[src/rtl/audio_pkg.sv]
// Shared constants and request-FSM encoding for the audio sample path.
package audio_pkg;

   localparam int SAMPLE_W   = 16;
   localparam int FRAME_BITS = 32;

   typedef enum logic [1:0] {
      REQ  = 2'd0,
      WAIT = 2'd1,
      HAVE = 2'd2
   } req_state_t;

endpackage

[src/rtl/bclk_gen.sv]
// Bit-clock divider: bclk = clk/(2*BCLK_DIV), plus a strobe marking the
// clk cycle in which bclk is about to fall.
module bclk_gen #(
   parameter int BCLK_DIV = 4
) (
   input  logic clk,
   input  logic reset,
   output logic bclk,
   output logic fall
);

   localparam int DW = $clog2(BCLK_DIV);
   localparam logic [DW-1:0] DIV_MAX = DW'(BCLK_DIV - 1);

   logic [DW-1:0] div_cnt;
   logic          tc;

   assign tc   = (div_cnt == DIV_MAX);
   assign fall = bclk & tc;

   always_ff @(posedge clk or posedge reset) begin
      if (reset) begin
         div_cnt <= '0;
         bclk    <= 1'b0;
      end else if (tc) begin
         div_cnt <= '0;
         bclk    <= ~bclk;
      end else begin
         div_cnt <= div_cnt + 1'b1;
      end
   end

endmodule

[src/rtl/i2s_sample_tx.sv]
// Requests one mono sample per frame and serialises it MSB-first on both
// channels of a left-justified stereo bus.
//
// state | meaning
// REQ   | issue a one-cycle generate_next, then wait
// WAIT  | request outstanding, capture sample_in on new_sample_ready
// HAVE  | fresh sample held, waiting for the next frame load
module i2s_sample_tx
   import audio_pkg::*;
#(
   parameter int BCLK_DIV = 4
) (
   input  logic                clk,
   input  logic                reset,
   input  logic [SAMPLE_W-1:0] sample_in,
   input  logic                new_sample_ready,
   input  logic                underrun_clr,
   output logic                generate_next,
   output logic                bclk,
   output logic                lrclk,
   output logic                sdata,
   output logic                underrun
);

   logic                  fall;
   logic                  load;
   logic                  capture;
   logic [4:0]            bit_cnt;
   logic [FRAME_BITS-1:0] shift;
   logic [SAMPLE_W-1:0]   hold;
   logic [SAMPLE_W-1:0]   last;
   logic                  valid;
   logic                  gen_nxt;
   req_state_t            state;
   req_state_t            state_nxt;

   bclk_gen #(.BCLK_DIV(BCLK_DIV)) u_bclk_gen (
      .clk   (clk),
      .reset (reset),
      .bclk  (bclk),
      .fall  (fall)
   );

   assign load    = fall && (bit_cnt == 5'd31);
   assign capture = (state == WAIT) && new_sample_ready;

   // Both are straight register taps, so lrclk and the new MSB move together.
   assign lrclk = bit_cnt[4];
   assign sdata = shift[FRAME_BITS-1];

   always_ff @(posedge clk or posedge reset) begin
      if (reset) begin
         bit_cnt <= '0;
         shift   <= '0;
         last    <= '0;
      end else if (fall) begin
         bit_cnt <= bit_cnt + 5'd1;
         if (load) begin
            if (valid) begin
               shift <= {hold, hold};
               last  <= hold;
            end else begin
               shift <= {last, last};
            end
         end else begin
            shift <= shift << 1;
         end
      end
   end

   // A strobe landing on the load cycle is captured for the following frame;
   // the load itself still sees the old valid and replays.
   always_ff @(posedge clk or posedge reset) begin
      if (reset) begin
         hold     <= '0;
         valid    <= 1'b0;
         underrun <= 1'b0;
      end else begin
         if (capture) begin
            hold  <= sample_in;
            valid <= 1'b1;
         end else if (load) begin
            valid <= 1'b0;
         end

         if (load && !valid) begin
            underrun <= 1'b1;
         end else if (underrun_clr) begin
            underrun <= 1'b0;
         end
      end
   end

   always_ff @(posedge clk or posedge reset) begin
      if (reset) begin
         state         <= REQ;
         generate_next <= 1'b0;
      end else begin
         state         <= state_nxt;
         generate_next <= gen_nxt;
      end
   end

   always_comb begin
      state_nxt = state;
      gen_nxt   = 1'b0;
      case (state)
         REQ: begin
            gen_nxt   = 1'b1;
            state_nxt = WAIT;
         end
         WAIT: begin
            if (new_sample_ready) begin
               state_nxt = HAVE;
            end
         end
         HAVE: begin
            if (load) begin
               state_nxt = REQ;
            end
         end
         default: state_nxt = REQ;
      endcase
   end

endmodule
[config.mk]
export PLATFORM = sky130hd
export DESIGN_NAME = i2s_sample_tx
export DESIGN_NICKNAME = d
export VERILOG_FILES = /design/src/rtl/audio_pkg.sv /design/src/rtl/bclk_gen.sv /design/src/rtl/i2s_sample_tx.sv
export SDC_FILE = /design/constraint.sdc
export NUM_CORES = 1
export LEC_CHECK = 0
export CAP_MARGIN = 20
export CORE_UTILIZATION = 35
export CTS_CLUSTER_SIZE = 16
export DETAILED_ROUTE_END_ITERATION = 6
export SKIP_CTS_REPAIR_TIMING = 1
export SLEW_MARGIN = 20
export SYNTH_ARGS = -nofsm -noshare
export SYNTH_HDL_FRONTEND = slang
export SYNTH_SLANG_ARGS = --single-unit
export TNS_END_PERCENT = 30
[constraint.sdc]
create_clock -name clk -period 3.5 [get_ports clk]
set_input_delay 0.7 -clock clk [delete_from_list [all_inputs] [get_ports clk]]
set_output_delay 0.7 -clock clk [all_outputs]
set_load 0.1 [all_outputs]
# ---- Word level (Yosys, flattened, before mapping)
# Cells that the tools add are included.
dict set report word_totals {
  input_bits 20
  out_inout_bits 5
  ff_bits 77
}
dict set report op_classes {
  bitwise_logic 2
  n_eq_ne 6
  n_addsub 2
  n_reduce_logical 9
  muxes 11
}
# cell count
set op_table {}
lappend op_table {{$mux W32} 2}
lappend op_table {{$mux W2} 3}
lappend op_table {{$pmux W2 S3} 1}
lappend op_table {{$add A5 B1 Y5 const B} 1}
lappend op_table {{$eq A5 B5 Y1 const B} 1}
lappend op_table {{$mux W1} 5}
lappend op_table {{$eq A2 B2 Y1 const B} 2}
lappend op_table {{$ne A2 B2 Y1 const B} 2}
lappend op_table {{$reduce_bool A2 Y1} 2}
lappend op_table {{$logic_and A1 B1 Y1} 3}
lappend op_table {{$reduce_and A3 Y1} 1}
lappend op_table {{$add A2 B1 Y2 const B} 1}
lappend op_table {{$eq A2 B1 Y1 const B} 1}
lappend op_table {{$logic_not A2 Y1} 1}
lappend op_table {{$reduce_and A2 Y1} 1}
lappend op_table {{$and A1 B1 Y1} 1}
lappend op_table {{$logic_not A1 Y1} 1}
lappend op_table {{$not A1 Y1} 1}

# ---- Longest topological paths before layout
dict set report depth {
  ltp_word 5
  mapped_depth 8
  mapped_depth_nobuf 6
}

# ---- Cells and area by module
# Synthesis repeated with hierarchy kept, for this count alone.
dict set report unflattened {
  hier_cells 280
  area_unflattened_um2 3388.2
}
# module seq_area_each_um2 n_inst area_per_inst_um2 cells_per_inst
set modules_own_cells {}
lappend modules_own_cells {i2s_sample_tx 1851.8 1 3276.9 272}
lappend modules_own_cells {bclk_gen 75.1 1 111.4 8}

# ---- Worst setup path before layout
# Ideal clock, no wire load.
dict set report synth_path {
  path_type {register to register}
  startpoint {register bit_cnt[4]}
  endpoint {register last[0]}
  stages_incl_launch_ff 7
  arrival_time_ns 2.115
  path_slack_ns 1.260
  cell_sequence {dfrtp_1 -> ha_1 -> and3_1 -> buf_4 -> nand2_4 -> buf_6 -> mux2_4}
}
dict set report synth_between {
  elab_chain_len 3
}
# item line
set synth_rtl {}
lappend synth_rtl {{start, declared} i2s_sample_tx.sv:28} ;# logic [4:0] bit_cnt;
lappend synth_rtl {{start signal, assigned} i2s_sample_tx.sv:57} ;# bit_cnt <= bit_cnt + 5'd1;
lappend synth_rtl {{$eq A5 B5 Y1} i2s_sample_tx.sv:44} ;# assign load = fall && (bit_cnt == 5'd31);
lappend synth_rtl {{$logic_and A1 B1 Y1} i2s_sample_tx.sv:44}
lappend synth_rtl {{$reduce_and A3 Y1 (no source line)} n/a}
lappend synth_rtl {{end signal, assigned} i2s_sample_tx.sv:61} ;# last <= hold;
lappend synth_rtl {{end, declared} i2s_sample_tx.sv:31} ;# logic [SAMPLE_W-1:0] last;
# Every way passes these cells.
# A chain may end at the register's enable or synchronous reset.

# ---- Worst setup path in the final report
dict set report layout_path {
  startpoint {register bit_cnt[4]}
  endpoint {output port lrclk}
}
# item line
set layout_lines {}
lappend layout_lines {{end, declared} i2s_sample_tx.sv:20} ;# output logic lrclk,
# No word-level cell between the ends.

==> results.py <==
metrics = {
    "setup_path": {
        "cp-end-kind": "primary output",
        "path_max_fanout": 3,
        "required_ns": 2.80,
        "timing.rr.start": "bit_cnt[0]",
        "slowest_delay_ns": 1.13,
        "critPathKind": "flip-flop to primary output",
        "start_kind": "flip-flop",
        "path_cells": "clkdlybuf4s50_1",
        "crit_slowest_cell": "clkdlybuf4s50_1",
        "cp.arrival_ns": 1.85,
        "critPathBufInv": 1,
        "crit_start": "bit_cnt[4]",
        "crit_family": "buffers and inverters",
    },
    "pwr": {
        "ir_worst_vdd_mv": 0.266,
        "leakage_nw": 1.67,
        "power_density_mw_per_mm2": 527,
        "p_total_mw": 2.05,
    },
    "clocking": {
        "cts_made_buffers": 9,
        "path_clk_slew_ns": 0.07,
        "ctsRootBufferMaster": "clkbuf_8",
        "cts_tree": "yes",
        "cts.sinks": 77,
        "cts_buffer_depth": 2,
        "cts.htree.levels": 3,
        "clk_latency_ns": 0.35,
    },
    "hold_path": {
        "hold_start": "u_bclk_gen.div_cnt[0]",
        "hp-class": "flip-flop to flip-flop",
    },
    "detailed_routing": {
        "viasPerCell": 4.68,
        "wl_per_cell_um": 14.0,
        "drt-initial-drc-count": 98,
        "vias": 2037,
        "drt-total-wl_um": 6070,
        "drc": 0,
        "drtPass1Iterations": 4,
        "ant_nets": 0,
    },
    "grt": {
        "gr-total-overflow": 0,
        "globalRouteTotalUtil": 0.138,
        "grt_pass1_wl_um": 10400,
        "grt_pass1_vias": 2083,
        "antenna_found_initial": 0,
        "grt_max_degree": 61,
    },
    "yosys": {
        "synth_seq_cells": 77,
        "synth_edf_count": 0,
        "async_reset_ff_frac": 1.00,
        "synth_area_per_cell_um2": 12.1,
        "synth_fp_nets": 300,
        "ys_seq_area_frac": 0.576,
        "netlist_area_mm2": 0.00335,
        "netlist-cell-type-count": 26,
        "synthCells": 277,
        "synthFlopType": "dfrtp_1",
        "yosysWarnings": 0,
    },
    "layout": {
        "antennaDiodeCount": 0,
        "areaGrowthSynthToFinish_pct": 16.1,
        "final_layout_size_suffix_gt1_frac": 0.232,
        "final_cell_mix": "dfrtp_1 (77), nand2_1 (49), mux2_2 (39)",
        "final_util": 0.421,
        "layout.nets": 325,
        "final_common_cell": "dfrtp_1",
    },
    "die": {
        "fp.dieW_um": 99.8,
        "die-area_mm2": 0.00996,
        "rows": 35,
        "die_height_um": 99.8,
        "core_area_mm2": 0.00924,
        "ioPinCount": 25,
        "start_util": 0.362,
    },
    "sta": {
        "period_needed_ns": 2.55,
        "fin_skew_ns": 0.0112,
        "slew_headroom": 0.357,
        "whs_ns": 0.435,
        "rsz0062_at_grt": "false",
        "hold_viol_final": 0,
        "period_share": 0.728,
        "finalMaxSlewViolations": 0,
        "worstMarginPinSlew_ns": 0.962,
        "setup_viol": 0,
        "fmax_ghz": 0.393,
        "tns_ns": 0,
    },
    "placed_design": {
        "portBuffers": 24,
        "finalWeightedCongestion": 0.699,
        "hpwl_um": 3910,
    },
    "run": {
        "maxCapViolCount": 0,
    },
    "run_status": {
        "status": "finished, final reports clean",
    },
}
-- power by group --
part,internal (mW),leakage [nW],switching [mW]
clock network,0.312,0.0926,0.311
logic,0.198,0.564,0.143
registers,1.00,1.02,0.0829
total,1.51,1.67,0.537
-- path summary, 6_finish.rpt --
kind	endpoint	slack, ns	cells after the start
setup / recovery	lrclk	0.95	1
hold / removal	u_bclk_gen.div_cnt[0]	0.44	1
setup reg to reg	last[12]	1.52	6
hold reg to reg	u_bclk_gen.div_cnt[0]	0.44	1
max in group asynchronous	shift[30]	1.96	3
min in group asynchronous	hold[9]	0.77	2
-- synth_stat cells (all sizes together) (2+ instances only) --
cell,number,area share
buf,6,0.012
inv,32,0.036
nor2,3,0.0034
ha,3,0.011
and3,2,0.0037
o311ai,30,0.079
xnor2,3,0.0079
dfrtp,77,0.58
o22ai,2,0.0037
nand2,50,0.058
o21ai,2,0.0030
clkbuf,9,0.010
mux2,49,0.18
-- sequential cells by signal, summed over array words and instances (netlist names) --
signal / flops
underrun: 1
hold: 16
valid: 1
state: 2
generate_next: 1
last: 16
bit_cnt: 5
u_bclk_gen.bclk: 1
u_bclk_gen.div_cnt: 2
shift: 32
-- cells by family after synthesis --
kind of cell               share of synthesized area
AOI/OAI and AO/OA                             0.0893
xor gates and xnor gates                      0.0105
adders and majority gates                     0.0112
buffers and inverters                         0.0583
DFF                                            0.576
muxes                                          0.179
and+or+nand+nor                               0.0759
-- area by class of cell --
cell class | count | area (um2)
fill | 887 | 5350
clock buffer | 14 | 173
sequential | 77 | 1930
timing repair buffer | 29 | 275
multi-input combinational | 153 | 1220
clock inverter | 1 | 5.00
tap | 129 | 161
inverter | 32 | 120
-- metal layers --
metal | vias to the layer above | wire (um) | track usage
met4 | 0 | 119 | 0.0645
met2 | 24 | 2770 | 0.208
li1 | 1010 | - | -
met5 | - | 0 | 0
met3 | 8 | 180 | 0.0355
met1 | 995 | 3000 | 0.186
-- stage by stage --
stage	cell area [um2]	setup slack (ns)	cells
floorplan	3350	0.833	277
global placement	3710	1.33	420
detailed placement	3710	1.32	420
CTS	3890	0.930	435
global route	3890	0.892	435
finish	3890	0.953	435
Power figures use the tool's default switching activity.
